`config.mk`:
```
export PLATFORM = sky130hd
export DESIGN_NAME = ringosc_freq_meter
export DESIGN_NICKNAME = d
export VERILOG_FILES = /design/src/rtl/ringosc_freq_meter.sv
export SDC_FILE = /design/constraint.sdc
export NUM_CORES = 1
export LEC_CHECK = 0
export BUFFER_PORTS_ARGS = -buffer_cell sky130_fd_sc_hd__buf_2
export CELL_PAD_IN_SITES_DETAIL_PLACEMENT = 0
export CELL_PAD_IN_SITES_GLOBAL_PLACEMENT = 1
export CORE_MARGIN = 10
export CORE_UTILIZATION = 35
export DETAILED_ROUTE_END_ITERATION = 7
export PLACE_DENSITY = 0.76
export SLEW_MARGIN = 20
export SYNTH_ARGS = -nofsm -noshare
export SYNTH_HDL_FRONTEND = slang
export SYNTH_SLANG_ARGS = --single-unit
```
`constraint.sdc`:
```
create_clock -name clk -period 2.9 [get_ports clk]
set_clock_uncertainty 0.1 [all_clocks]
set_input_delay 0 -clock clk [delete_from_list [all_inputs] [get_ports clk]]
set_output_delay 0 -clock clk [all_outputs]
set_load 0.01 [all_outputs]
```
`src/rtl/ringosc_freq_meter.sv`:
```
// ringosc_freq_meter: enables a ring oscillator, waits for it to settle, then counts
// its synchronized rising edges over a programmable window of clk cycles.
module ringosc_freq_meter #(
   parameter int GATE_W        = 16,
   parameter int CNT_W         = 16,
   parameter int SETTLE_CYCLES = 8
) (
   input  logic              clk,
   input  logic              rst_n,
   input  logic              start,
   input  logic [GATE_W-1:0] gate_cycles,
   input  logic              osc_in,
   output logic              osc_enable,
   output logic              busy,
   output logic              done,
   output logic [CNT_W-1:0]  count,
   output logic              overflow
);
   localparam int SW = $clog2(SETTLE_CYCLES + 1);
   typedef enum logic [1:0] {IDLE, SETTLE, MEASURE, DONE} state_t;
   state_t              state_q, state_d;
   logic [2:0]          sync_q, sync_d;
   logic [SW-1:0]       settle_q, settle_d;
   logic [GATE_W-1:0]   gate_n_q, gate_n_d;
   logic [GATE_W-1:0]   gate_cnt_q, gate_cnt_d;
   logic [CNT_W-1:0]    count_q, count_d;
   logic                ovf_q, ovf_d;
   logic                osc_enable_q, osc_enable_d;
   logic                busy_q, busy_d;
   logic                done_q, done_d;
   logic                rise;
   // sync_q[1:0] is the two-flop synchronizer, sync_q[2] the delayed copy for edge detect
   assign rise = sync_q[1] & ~sync_q[2];
   always_comb begin
      state_d    = state_q;
      sync_d     = {sync_q[1:0], osc_in};
      settle_d   = settle_q;
      gate_n_d   = gate_n_q;
      gate_cnt_d = gate_cnt_q;
      count_d    = count_q;
      ovf_d      = ovf_q;
      case (state_q)
         IDLE: if (start) begin
            state_d  = SETTLE;
            gate_n_d = (gate_cycles == '0) ? '0 : gate_cycles - GATE_W'(1);
            count_d  = '0;
            ovf_d    = 1'b0;
            settle_d = '0;
         end
         SETTLE: if (settle_q == SW'(SETTLE_CYCLES - 1)) begin
            state_d    = MEASURE;
            gate_cnt_d = '0;
         end else settle_d = settle_q + SW'(1);
         MEASURE: begin
            if (rise) begin
               if (&count_q) ovf_d = 1'b1;
               else count_d = count_q + CNT_W'(1);
            end
            if (gate_cnt_q == gate_n_q) state_d = DONE;
            else gate_cnt_d = gate_cnt_q + GATE_W'(1);
         end
         default: state_d = IDLE;
      endcase
      osc_enable_d = (state_d == SETTLE) || (state_d == MEASURE);
      busy_d       = state_d != IDLE;
      done_d       = state_d == DONE;
   end
   always_ff @(posedge clk or negedge rst_n) begin
      if (!rst_n) begin
         state_q      <= IDLE;
         sync_q       <= '0;
         settle_q     <= '0;
         gate_n_q     <= '0;
         gate_cnt_q   <= '0;
         count_q      <= '0;
         ovf_q        <= 1'b0;
         osc_enable_q <= 1'b0;
         busy_q       <= 1'b0;
         done_q       <= 1'b0;
      end else begin
         state_q      <= state_d;
         sync_q       <= sync_d;
         settle_q     <= settle_d;
         gate_n_q     <= gate_n_d;
         gate_cnt_q   <= gate_cnt_d;
         count_q      <= count_d;
         ovf_q        <= ovf_d;
         osc_enable_q <= osc_enable_d;
         busy_q       <= busy_d;
         done_q       <= done_d;
      end
   end
   assign osc_enable = osc_enable_q;
   assign busy       = busy_q;
   assign done       = done_q;
   assign count      = count_q;
   assign overflow   = ovf_q;
endmodule
```
# After elaboration in Yosys (flattened, before gate mapping)
# Cells that the tools add are included.
totals:
  ff_bits: 61
  latchBits: 0
  ram_bits: 0
  mem_bits_ro: 0
  inputBits: 20
  out_inout_bits: 20
  wordCells: 62
  n_memories: 0
classes:
  add_sub_neg: 4
  multipliers: 0
  div: 0
  magnitude_cmp: 0
  n_eq_ne: 14
  shifts: 0
  mux: 19
  n_bitwise: 2
  reduce_logical: 13
ops:
  columns: ["cell", "n"]
  rows:
  - ["2-to-1 mux 16 bit", 6]
  - ["one-hot mux 16 bit (2 select lines)", 2]
  - ["adder 16 x 1 -> 16 bit, second input constant", 2]
  - ["== test 16 bit", 1]
  - ["zero test 16 bit", 1]
  - ["AND reduction 16 bit", 1]
  - ["subtractor 16 x 1 -> 16 bit, second input constant", 1]
  - ["inequality test 2 bit, second input constant", 7]
  - ["2-to-1 mux 4 bit", 2]
  - ["one-hot mux 4 bit (2 select lines)", 1]
  - ["AND reduction 4 bit", 2]
  - ["nonzero test 2 bit", 4]
  - ["== test 2 bit, second input constant", 3]
  - ["2-to-1 mux 2 bit", 3]
  - ["one-hot mux 2 bit (3 select lines)", 1]
  - ["AND reduction 3 bit", 2]
  - ["adder 4 x 1 -> 4 bit, second input constant", 1]
  - ["== test 2 x 1 -> 1 bit, second input constant", 2]
  - ["== test 4 x 3 -> 1 bit, second input constant", 1]
  - ["2-to-1 mux 1 bit", 3]
  - ["zero test 2 bit", 1]
  - ["one-hot mux 1 bit (2 select lines)", 1]
  - ["AND reduction 2 bit", 1]
  - ["bitwise AND 1 bit", 1]
  - ["2 further kinds", 2]

# Logic depth before layout (Yosys ltp)
logic_depth:
  ltp_word: 5
  depth_mapped: 9
  mapped_depth_nobuf: 7

# Worst setup path before layout
# OpenSTA, ideal clock, no wires.
synth_timing:
  kind: "reg-to-reg"
  start: "register gate_cnt_q[3]"
  end: "register osc_enable_q, in the netlist osc_enable"
  setup_ns: 0.126
  arrival_time_ns: 2.112
  required_time_ns: 2.674
  setup_slack_ns: 0.562
  stages_incl_launch_ff: 9
  n_path_buf: 2
  synth_period_minus_slack_ns: 2.338
  path_cell_list: "dfrtp_1 buf_2 xnor2_1 nand4_1 nor4_2 buf_2 nand2_1 a32o_1 ha_1"
synth_between:
  elab_chain_len: 5
  word_cells_on_any_way: 6
  cone_classes: "3 x eq/ne; 2 x mux; 1 x reduce/logical"
synth_rtl:
  columns: ["element", "line", "source"]
  rows:
  - ["from (decl)", "25", "logic [GATE_W-1:0] gate_cnt_q, gate_cnt_d;"]
  - ["from (signal assigned)", "85", "gate_cnt_q <= gate_cnt_d;"]
  - ["== test 16 bit (*)", "59", "if (gate_cnt_q == gate_n_q) state_d = DONE;"]
  - ["2-to-1 mux 2 bit (*)", "59", null]
  - ["one-hot mux 2 bit (3 select lines) (*)", "42", "case (state_q)"]
  - ["== test 2 x 1 -> 1 bit or == test 2 bit (tied branches)", "64", "osc_enable_d = (state_d == SETTLE) || (state_d == MEASURE);"]
  - ["logical OR 1 bit (*)", "64", null]
  - ["named net osc_enable_d", "28", "logic osc_enable_q, osc_enable_d;"]
  - ["to (signal assigned)", "88", "osc_enable_q <= osc_enable_d;"]
  - ["to (decl)", "28", null]
# The timed path passes the listed nets; every way through them passes the cells marked *.
# A chain may end at the register's enable or synchronous reset.

# Final worst setup path
layout_timing:
  start: "input gate_cycles[10]"
  end: "register gate_n_q[15]"
layout_between:
  elab_chain_len: 2
  word_cells_on_any_way: 3
  cone_classes: "1 x add/sub; 1 x mux; 1 x reduce/logical"
layout_rtl:
  columns: ["element", "line", "source"]
  rows:
  - ["from (decl)", "11", "input logic [GATE_W-1:0] gate_cycles,"]
  - ["subtractor 16 x 1 -> 16 bit or zero test 16 bit (tied branches)", "45", "gate_n_d = (gate_cycles == '0) ? '0 : gate_cycles - GATE_W'(1);"]
  - ["2-to-1 mux 16 bit (*)", "45", null]
  - ["to (signal assigned)", "84", "gate_n_q <= gate_n_d;"]
  - ["to (decl)", "24", "logic [GATE_W-1:0] gate_n_q, gate_n_d;"]
# Every way passes the cells marked *; elsewhere a longest branch is shown, timed or not.

==> reports/qor.yml <==
sta:
  rsz0062_at_grt: "false"
  drv_slew: 0
  finalCritPeriodShare_pct: 88.83
  worst_pin_slew_ps: 621.5
  period_minus_slack_ps: 2576
  finalSetupViolations: 0
  hold_viol: 0
  timing.slew.headroom_pct: 58.57
  hold_slack_ps: 116.4
  max_freq_ghz: 0.3882
  setup_tns_ps: 0
drt:
  post_drt_wl_per_cell_um: 14.29
  drc_errors: 0
  via_per_inst: 5.070
  dr_total_vias: 2763
  ant_nets: 0
  drt_iter0_drc: 119
  first_pass_iters: 4
  wl_mm: 7.787
run:
  drv_cap: 0
yosys:
  synth_enable_flop_cells: 0
  synthFlopType: "dfrtp_1"
  synth-seq-area-share_pct: 46.11
  syn-cell-area_mm2: 0.003311
  mappedNetlistNets: 375
  synth.top_cell.area_share_pct: 46.11
  avgSynthCellArea_um2: 9.513
  synth_largest_area_cell: "dfrtp_1"
  async_flop_share_pct: 100.0
  yosysWarnings: 0
  syn_inst: 348
  synthDistinctLibCells: 47
  ys_top_cells_by_area: "dfrtp_1 (46%), xnor2_1 (6.6%), nand2_1 (5.7%)"
  yosys_register_bits: 61
global_route:
  overflow: 0
  grt_max_degree: 48
  antenna_found_initial: 0
  grt_pass1_vias: 2737
  track_usage_pct: 11.93
  grt_pass1_wl_mm: 13.18
floorplan:
  initial_core_util_pct: 35.83
  io_pins: 40
  die_area_mm2: 0.01375
  die_w_um: 117.3
  die_y_um: 117.3
  core_mm2: 0.009240
  placementRows: 35
setup_path:
  cp_cell_sequence: "dlygate4sd3_1, buf_2, or4_4, or4_4, nor3_1, xnor2_1, dlygate4sd3_1, o21ai_0"
  worst_ep_required_time_ps: 2990
  critPathBufInv: 3
  cp_top_family: "simple AND/OR/NAND/NOR gates"
  crit_fanout: 4
  worst_path_max_delay_cell: "or4_4"
  path_class: "in2reg"
  cp.arrival_ps: 2670
  cp_num_cells: 8
  reg2reg_depth: 5
  worstSetupEndpointType: "flop"
  start_kind: "input pin"
  cpPeakStageDelay_ps: 550
clocking:
  cts-hold-fix-buffers: 23
  cts-buffers-inserted: 9
  htree_levels: 3
  cts_buffer_depth: 2
  post_cts_resize_count: 0
  clk_latency_ps: 330
  cts-root-buf: "clkbuf_8"
  cts.sinks: 61
  cts_tree: "built"
  cts.clk_slew.worst_paths_ps: 60
  cts_setup_buffers: 0
pwr:
  power_mw: 2.574
  powerDensity_mw_per_mm2: 633.8
  p_leak_nw: 1.716
  peakVddDrop_uv: 329.2
final_layout:
  nNetsFinal: 439
  register_area_mm2: 0.001526
  area_delta_synth_final_pct: 22.68
  finish.utilization_pct: 43.95
  n_antenna_cell: 0
  layout_commonest_cell: "dfrtp_1"
  fillCellCount: 894
  multi_input_area_mm2: 0.001677
  final_cell_mix: "dfrtp_1 (61), nand2_1 (50), buf_2 (38)"
  drive_above_1_share_pct: 16.59
min_path:
  hold_path.class: "in2async"
placed_design:
  io_buffers: 39
  gp_congestion: 0.7968
  dp_hpwl_mm: 5.535
run_status:
  outcome: "finished, final reports clean"
-- cell families (layout without fill, tap and decap cells) --
kind of cell             count (synthesis)  after routing  synth area share, %
AO/OA/AOI/OAI                           70             70                13.42
XOR/XNOR                                33             33                8.730
adder cells (fa/ha/maj)                  7              7                2.645
buffers and inverters                   21             89                3.250
flip-flops                              61             61                46.11
multiplexers                             7              7                2.116
AND/OR/NAND/NOR                        149            149                23.73
-- layer usage --
layer | track usage (%) | part of all wire (%) | up-vias
met2 | 18.55 | 48 | 50
met5 | 0 | 0 | -
met1 | 15.55 | 47 | 1333
li1 | - | - | 1375
met4 | 4.530 | 1.2 | 0
met3 | 3.058 | 3.7 | 5
-- worst register-to-register path: cells and delay by family, from the launching register on --
| kind | cells | cell delay [ps] |
|---|---|---|
| and+or+nand+nor | 2 | 590 |
| AOI/OAI and AO/OA | 3 | 940 |
| DFF | 1 | 450 |
-- per-stage QoR --
stage / std cells / setup slack, ps / cell area (um2)
final: 545 / 323.9 / 4061
after global routing: 545 / 248.2 / 4061
after CTS: 545 / 319.2 / 4059
after detailed placement: 507 / 738.2 / 3620
after global placement: 507 / 776.1 / 3620
after floorplan: 348 / 562.1 / 3311
-- area by class of cell --
type                       instances  area share (%)
clock buffer                      12           4.067
multi-input combinational        266           41.28
timing repair buffer              66           11.28
tap                              129           3.974
sequential                        61           37.58
inverter                           8          0.7394
clock inverter                     3           1.078
-- report_power, final --
| group | internal [mW] | switching (mW) |
|---|---|---|
| clock | 0.463 | 0.333 |
| sequential | 1.02 | 0.144 |
| combinational | 0.273 | 0.337 |
-- synth_stat cells, types with 3 or more instances --
cell type and number:
dfrtp_1 61, nand2_1 50, o21ai_0 32, xnor2_1 25, nor2_1 19, a21oi_1 17, nand3_1 16, or3_1 14
nand4_1 11, inv_1 8, xor2_1 8, ha_1 7, mux2i_1 7, nor3_1 7, o31ai_1 7, clkbuf_1 5
or4_1 5, o211ai_1 4, and2_1 3, buf_2 3, or2_2 3
-- state kept, by name (all words and copies together), names as in the netlist --
| register | cells |
|---|---|
| osc_enable | 1 |
| overflow | 1 |
| sync_q | 3 |
| busy | 1 |
| gate_n_q | 16 |
| gate_cnt_q | 16 |
| done | 1 |
| count | 16 |
| state_q | 2 |
| settle_q | 4 |
-- path summary, 6_finish.rpt --
kind	startpoint	endpoint	slack [ps]
max reg2reg	count[7]	count[9]	700
min in group clk	osc_in	sync_q[0]	210
max in group asynchronous	rst_n	count[10]	2030
min reg2reg	sync_q[0]	sync_q[1]	270
min	rst_n	settle_q[1]	120
max	gate_cycles[10]	gate_n_q[15]	320
Power figures use the tool's default switching activity.
